[config.mk]
export PLATFORM = sky130hd
export DESIGN_NAME = shift_add_multiplier_4bit
export DESIGN_NICKNAME = d
export VERILOG_FILES = /design/src/rtl/mult4_pkg.sv /design/src/rtl/ripple_carry_adder_4bit.sv /design/src/rtl/shift_add_multiplier_4bit.sv
export SDC_FILE = /design/constraint.sdc
export NUM_CORES = 1
export LEC_CHECK = 0
export CORE_UTILIZATION = 47
export DETAILED_ROUTE_END_ITERATION = 10
export PLACE_DENSITY = 0.83
export SLEW_MARGIN = 20
export SYNTH_ARGS = -nofsm -noshare
export SYNTH_HDL_FRONTEND = slang
export SYNTH_HIERARCHICAL = 1
export SYNTH_SLANG_ARGS = --single-unit
[constraint.sdc]
create_clock -name clk -period 2.53 [get_ports clk]
set_input_delay 0.3795 -clock clk [delete_from_list [all_inputs] [get_ports clk]]
set_output_delay 0.3795 -clock clk [all_outputs]
set_load 0.05 [all_outputs]
[src/rtl/mult4_pkg.sv]
// Shared definitions for the 4x4 shift-and-add multiplier: widths, step count,
// FSM state encoding and the debug view of the internal state.
package mult4_pkg;

  localparam int MULT_WIDTH  = 4;
  localparam int MULT_STEPS  = 4;
  localparam int MULT_PROD_W = 8;

  typedef enum logic [1:0] {
    IDLE = 2'd0,
    RUN  = 2'd1,
    DONE = 2'd2
  } mult_state_e;

  // Debug snapshot of the FSM and datapath registers.
  typedef struct packed {
    mult_state_e state;
    logic [2:0]  cnt;
    logic [8:0]  p;
  } mult_dbg_t;

endpackage

[src/rtl/ripple_carry_adder_4bit.sv]
// 4-bit ripple-carry adder: a chain of full adders from bit 0 to bit 3.
module ripple_carry_adder_4bit (
  input  logic [3:0] a,
  input  logic [3:0] b,
  input  logic       cin,
  output logic [3:0] sum,
  output logic       cout
);

  logic carry;

  always_comb begin
    sum   = '0;
    carry = cin;
    for (int i = 0; i < 4; i++) begin
      sum[i] = a[i] ^ b[i] ^ carry;
      carry  = (a[i] & b[i]) | (carry & (a[i] ^ b[i]));
    end
    cout = carry;
  end

endmodule

[src/rtl/shift_add_multiplier_4bit.sv]
// Sequential 4x4 unsigned shift-and-add multiplier, one partial product per
// clock through the ripple-carry adder. Optional MULT_ZERO_BYPASS_EN: zero operand finishes in one cycle.
module shift_add_multiplier_4bit
  import mult4_pkg::*;
#(
  parameter int WIDTH = MULT_WIDTH
) (
  input  logic                 clk,
  input  logic                 rst,
  input  logic                 start,
  input  logic [WIDTH-1:0]     a,
  input  logic [WIDTH-1:0]     b,
  output logic                 busy,
  output logic                 done,
  output logic [2*WIDTH-1:0]   product,
  output mult_dbg_t            dbg
);

  // Handshake: start is sampled on a rising edge in IDLE or DONE (ignored in
  // RUN); busy is high for the whole RUN phase; done pulses for one cycle and
  // product is valid from that cycle until the next accepted start or reset.

  localparam logic [2:0] LAST_STEP = 3'(MULT_STEPS - 1);

  mult_state_e        state_q;
  logic [WIDTH-1:0]   mcand_q;
  logic [2*WIDTH:0]   p_q;
  logic [2:0]         cnt_q;
  logic               busy_q;
  logic               done_q;
  logic [2*WIDTH-1:0] product_q;

  logic [WIDTH-1:0]   add_b;
  logic [WIDTH-1:0]   add_sum;
  logic               add_cout;
  logic [2*WIDTH:0]   p_d;

  assign add_b = p_q[0] ? mcand_q : '0;

  ripple_carry_adder_4bit u_adder (
    .a    (p_q[2*WIDTH-1:WIDTH]),
    .b    (add_b),
    .cin  (1'b0),
    .sum  (add_sum),
    .cout (add_cout)
  );

  // {cout, sum, lo} shifted right by one; the vacated top bit is zero.
  assign p_d = {1'b0, add_cout, add_sum, p_q[WIDTH-1:1]};

  always_ff @(posedge clk or posedge rst) begin
    if (rst) begin
      state_q   <= IDLE;
      mcand_q   <= '0;
      p_q       <= '0;
      cnt_q     <= '0;
      busy_q    <= 1'b0;
      done_q    <= 1'b0;
      product_q <= '0;
    end else begin
      done_q <= 1'b0;
      case (state_q)
        IDLE, DONE: begin
          if (start) begin
            mcand_q <= a;
            p_q     <= {1'b0, {WIDTH{1'b0}}, b};
            cnt_q   <= '0;
`ifdef MULT_ZERO_BYPASS_EN
            if (a == '0 || b == '0) begin
              state_q   <= DONE;
              busy_q    <= 1'b0;
              done_q    <= 1'b1;
              product_q <= '0;
            end else begin
              state_q <= RUN;
              busy_q  <= 1'b1;
            end
`else
            state_q <= RUN;
            busy_q  <= 1'b1;
`endif
          end else begin
            state_q <= IDLE;
          end
        end
        RUN: begin
          p_q   <= p_d;
          cnt_q <= cnt_q + 3'd1;
          if (cnt_q == LAST_STEP) begin
            state_q   <= DONE;
            busy_q    <= 1'b0;
            done_q    <= 1'b1;
            product_q <= p_d[2*WIDTH-1:0];
          end
        end
        default: begin
          state_q <= IDLE;
          busy_q  <= 1'b0;
        end
      endcase
    end
  end

  assign busy    = busy_q;
  assign done    = done_q;
  assign product = product_q;
  assign dbg     = '{state: state_q, cnt: cnt_q, p: p_q};

endmodule

==> flow_summary_export.csv, run 1 <==
group,metric,value,unit
setup_path,start_kind,"flop",
drt,drt_iter0_drc,9,
setup_path,worstSetupEndpointType,"flop",
run_status,status,"completed",
clocking,clk_path_buf_depth,2,
clocking,worstSkewPairLatency,0.31,ns
clocking,post_cts_buffers,0,
global_routing,grt_overflow_total,0,
yosys,synth-seq-cells,27,
layout,drive_above_1_share,0.2319,
clocking,clkTransAtPathRegs,0.14,ns
yosys,synth_area_leader_cell,"dfrtp_1",
yosys,yosysWarnings,6,
drt,via_count,862,
sta,grt_setup_unrepaired,"no",
drt,finalWirelength,2543,um
hold_path,min_path_type,"primary input to asynchronous set/reset pin",
floorplanning,core_area,2567,sq um
yosys,synth_area,1314,sq um
layout,multiInputGateArea,544.3,sq um
clocking,cts_buffers,3,
drt,first_pass_iters,4,
sta,fin_crit,2.443,ns
global_routing,grt_pass1_wl,3891,um
layout,fillers,199,
clocking,cts_sinks,27,
setup_path,cpMostUsedCell,"fa_2",
sta,skew,0.006643,ns
clocking,cts_root_buf,"clkbuf_4",
sta,final_max_slew_viol_count,0,
placed_design,gp_congestion,0.7690,
clocking,tritoncts,"built",
yosys,syn_area_per_cell,12.63,sq um
clocking,post_cts_resized,0,
yosys,synth_area_leaders,"dfrtp_1, mux2_4, fa_1, mux2_2, inv_1",
sta,fmax,0.4094,GHz
clocking,htree_levels,1,
setup_path,crit_type,"flop to flop",
layout,regArea,678.2,sq um
placed_design,post_dp_cell_area,1665,sq um
global_routing,grt_max_degree,28,
global_routing,grt_pass1_vias,819,
sta,setup_viol,0,
layout,fin_cells,168,
job,cap_viol_max_count,0,
yosys,synth_cells,104,
setup_path,reg2reg_slack,0.09,ns
floorplanning,die_area,3011,sq um
sta,post-route-period-util,0.9655,
floorplanning,die_w,54.87,um
floorplanning,num_rows,18,
floorplanning,chipHeight,54.87,um
yosys,yosysTopAreaCellShare,0.5143,
placed_design,dp_hpwl,1877,um
setup_path,path_delay_family,"adder cells",
floorplanning,start_util,0.5117,
yosys,synth.distinct_cells,23,
sta,fin_setup_tns,0,ns
clocking,ctsHoldBuffers,0,
setup_path,slowest_stage,"fa_1",
layout,design_area,1693,sq um
floorplanning,num_io_pins,35,
yosys,seq_area_frac_synth,0.5143,
setup_path,crit_required,2.75,ns
sta,maxSlewHeadroom,0.6584,
sta,hold_violations,0,
setup_path,cpPeakStageDelay,0.47,ns
placed_design,dp_cells,164,
global_routing,grt_use_total,0.1886,
layout,diodes,0,
layout,synthToLayoutAreaGrowth,28.86,%
setup_path,critPathBufInv,4,
sta,tightest_slew,0.5108,ns
setup_path,worst_ep_arrival_time,2.66,ns
sta,timing.hold.ws,0.3975,ns
drt,ant_nets,0,
global_routing,grt_antenna_before_repair,0,
drt,viasPerCell,5.131,
layout,nets,156,
setup_path,crit_chain,"and2_4, fa_2, inv_2, fa_2, inv_2, fa_2, inv_1, fa_1, inv_1, mux2_2, a22o_1",
setup_path,cp_max_fo,2,
drt,wl_per_cell,15.14,um
placed_design,port_buffers,33,
drt,post-route-drc-count,0,
==> per-layer routing <==
metal | vias up | GRT usage | wire (um)
li1 | 405 | - | -
met2 | 22 | 0.3052 | 1228
met4 | 0 | 0.08547 | 47
met3 | 6 | 0.02778 | 76
met5 | - | 0 | 0
met1 | 429 | 0.2461 | 1190
==> metrics by stage <==
stage | util | setup WS, ns
finish | 0.6594 | 0.08731
global placement | 0.6486 | 0.1912
floorplan | - | 0.05093
detailed placement | 0.6486 | 0.1042
CTS | 0.6594 | 0.08700
global route | 0.6594 | 0.004718
==> synth_stat cells <==
| cell type | number |
|---|---|
| dfrtp_1 | 27 |
| inv_1 | 16 |
| mux2_4 | 8 |
| mux2_2 | 7 |
| a22o_1 | 6 |
| and2_1 | 6 |
| a21oi_1 | 4 |
| fa_1 | 4 |
| o22ai_1 | 4 |
| nor2_1 | 3 |
| o21ai_0 | 3 |
| buf_2 | 2 |
| buf_4 | 2 |
| buf_6 | 2 |
| ha_1 | 2 |
| and2_4 | 1 |
| conb_1 | 1 |
| mux2i_1 | 1 |
| nand2_1 | 1 |
| nand2b_1 | 1 |
| nand2b_4 | 1 |
| nand3_1 | 1 |
| nor2b_4 | 1 |
==> kinds of logic (layout without fill, tap and decap cells) <==
family / Yosys count / in the layout / share of synthesized area
DFF: 27 / 27 / 0.5143
buffers and inverters: 22 / 55 / 0.08190
and+or+nand+nor: 15 / 15 / 0.07619
other: 1 / 2 / 0.002854
AOI/OAI and AO/OA: 17 / 17 / 0.08571
adders and majority gates: 6 / 6 / 0.08000
muxes: 16 / 16 / 0.1591
==> path summary, 6_finish.rpt <==
| kind | endpoint | start | cells after the start |
|---|---|---|---|
| min reg2reg | mcand_q[3] | mcand_q[3] | 1 |
| max reg2reg | p_q[6] | mcand_q[0] | 11 |
| max in group asynchronous | p_q[0] | rst | 3 |
| min | done | rst | 3 |
| min in group clk | mcand_q[3] | mcand_q[3] | 1 |
| max | p_q[6] | mcand_q[0] | 11 |
==> layout by cell type, fill, tap and decap left out <==
cell	netlist	final
mux2i_1	1	1
dfrtp_1	27	25
clkdlybuf4s50_1	0	33
mux2_2	7	7
a22o_1	6	6
o21ai_0	3	3
o22ai_1	4	4
nand2_1	1	1
mux2_4	8	8
nor2b_4	1	1
clkbuf_4	0	3
inv_1	16	14
dfrtp_2	0	2
a21oi_1	4	4
nand2b_1	1	1
inv_2	0	2
nor2_1	3	3
clkinv_2	0	1
ha_1	2	2
buf_4	2	2
conb_1	1	2
and2_1	6	5
nand2b_4	1	1
nand3_1	1	1
and2_4	1	2
fa_2	0	3
fa_1	4	1
==> state kept, by name, indices dropped and copies added (netlist names) <==
name     cells
state_q      2
p_q          8
done         1
mcand_q      4
cnt_q        3
busy         1
product      8
==> cell type report <==
class                      instances  share of cell area
timing repair buffer              35              0.2040
clock buffer                       3             0.01330
inverter                          16             0.03548
multi-input combinational         56              0.3215
clock inverter                     1            0.002956
sequential                        27              0.4006
tap                               30             0.02217
==> worst min-delay path, delay by kind of cell <==
kind                   cells  cell delay (ns)
buffers and inverters      3             0.75
Power of run 1 is left out: the tool's default activity adds up to more than one toggle a clock period on the data nets, which glitch-free logic cannot reach.
==> run 2, diff against run 1 <==
--- a/config.mk
+++ b/config.mk
@@ -7,6 +7,7 @@
 export LEC_CHECK = 0
 export CORE_UTILIZATION = 47
 export DETAILED_ROUTE_END_ITERATION = 10
+export HOLD_SLACK_MARGIN = 0.1
 export PLACE_DENSITY = 0.83
 export SLEW_MARGIN = 20
 export SYNTH_ARGS = -nofsm -noshare
==> results of run 2 <==
No change in the layout: final DEF, timing and power equal those of run 1.
Power of run 2 is left out for the same reason.
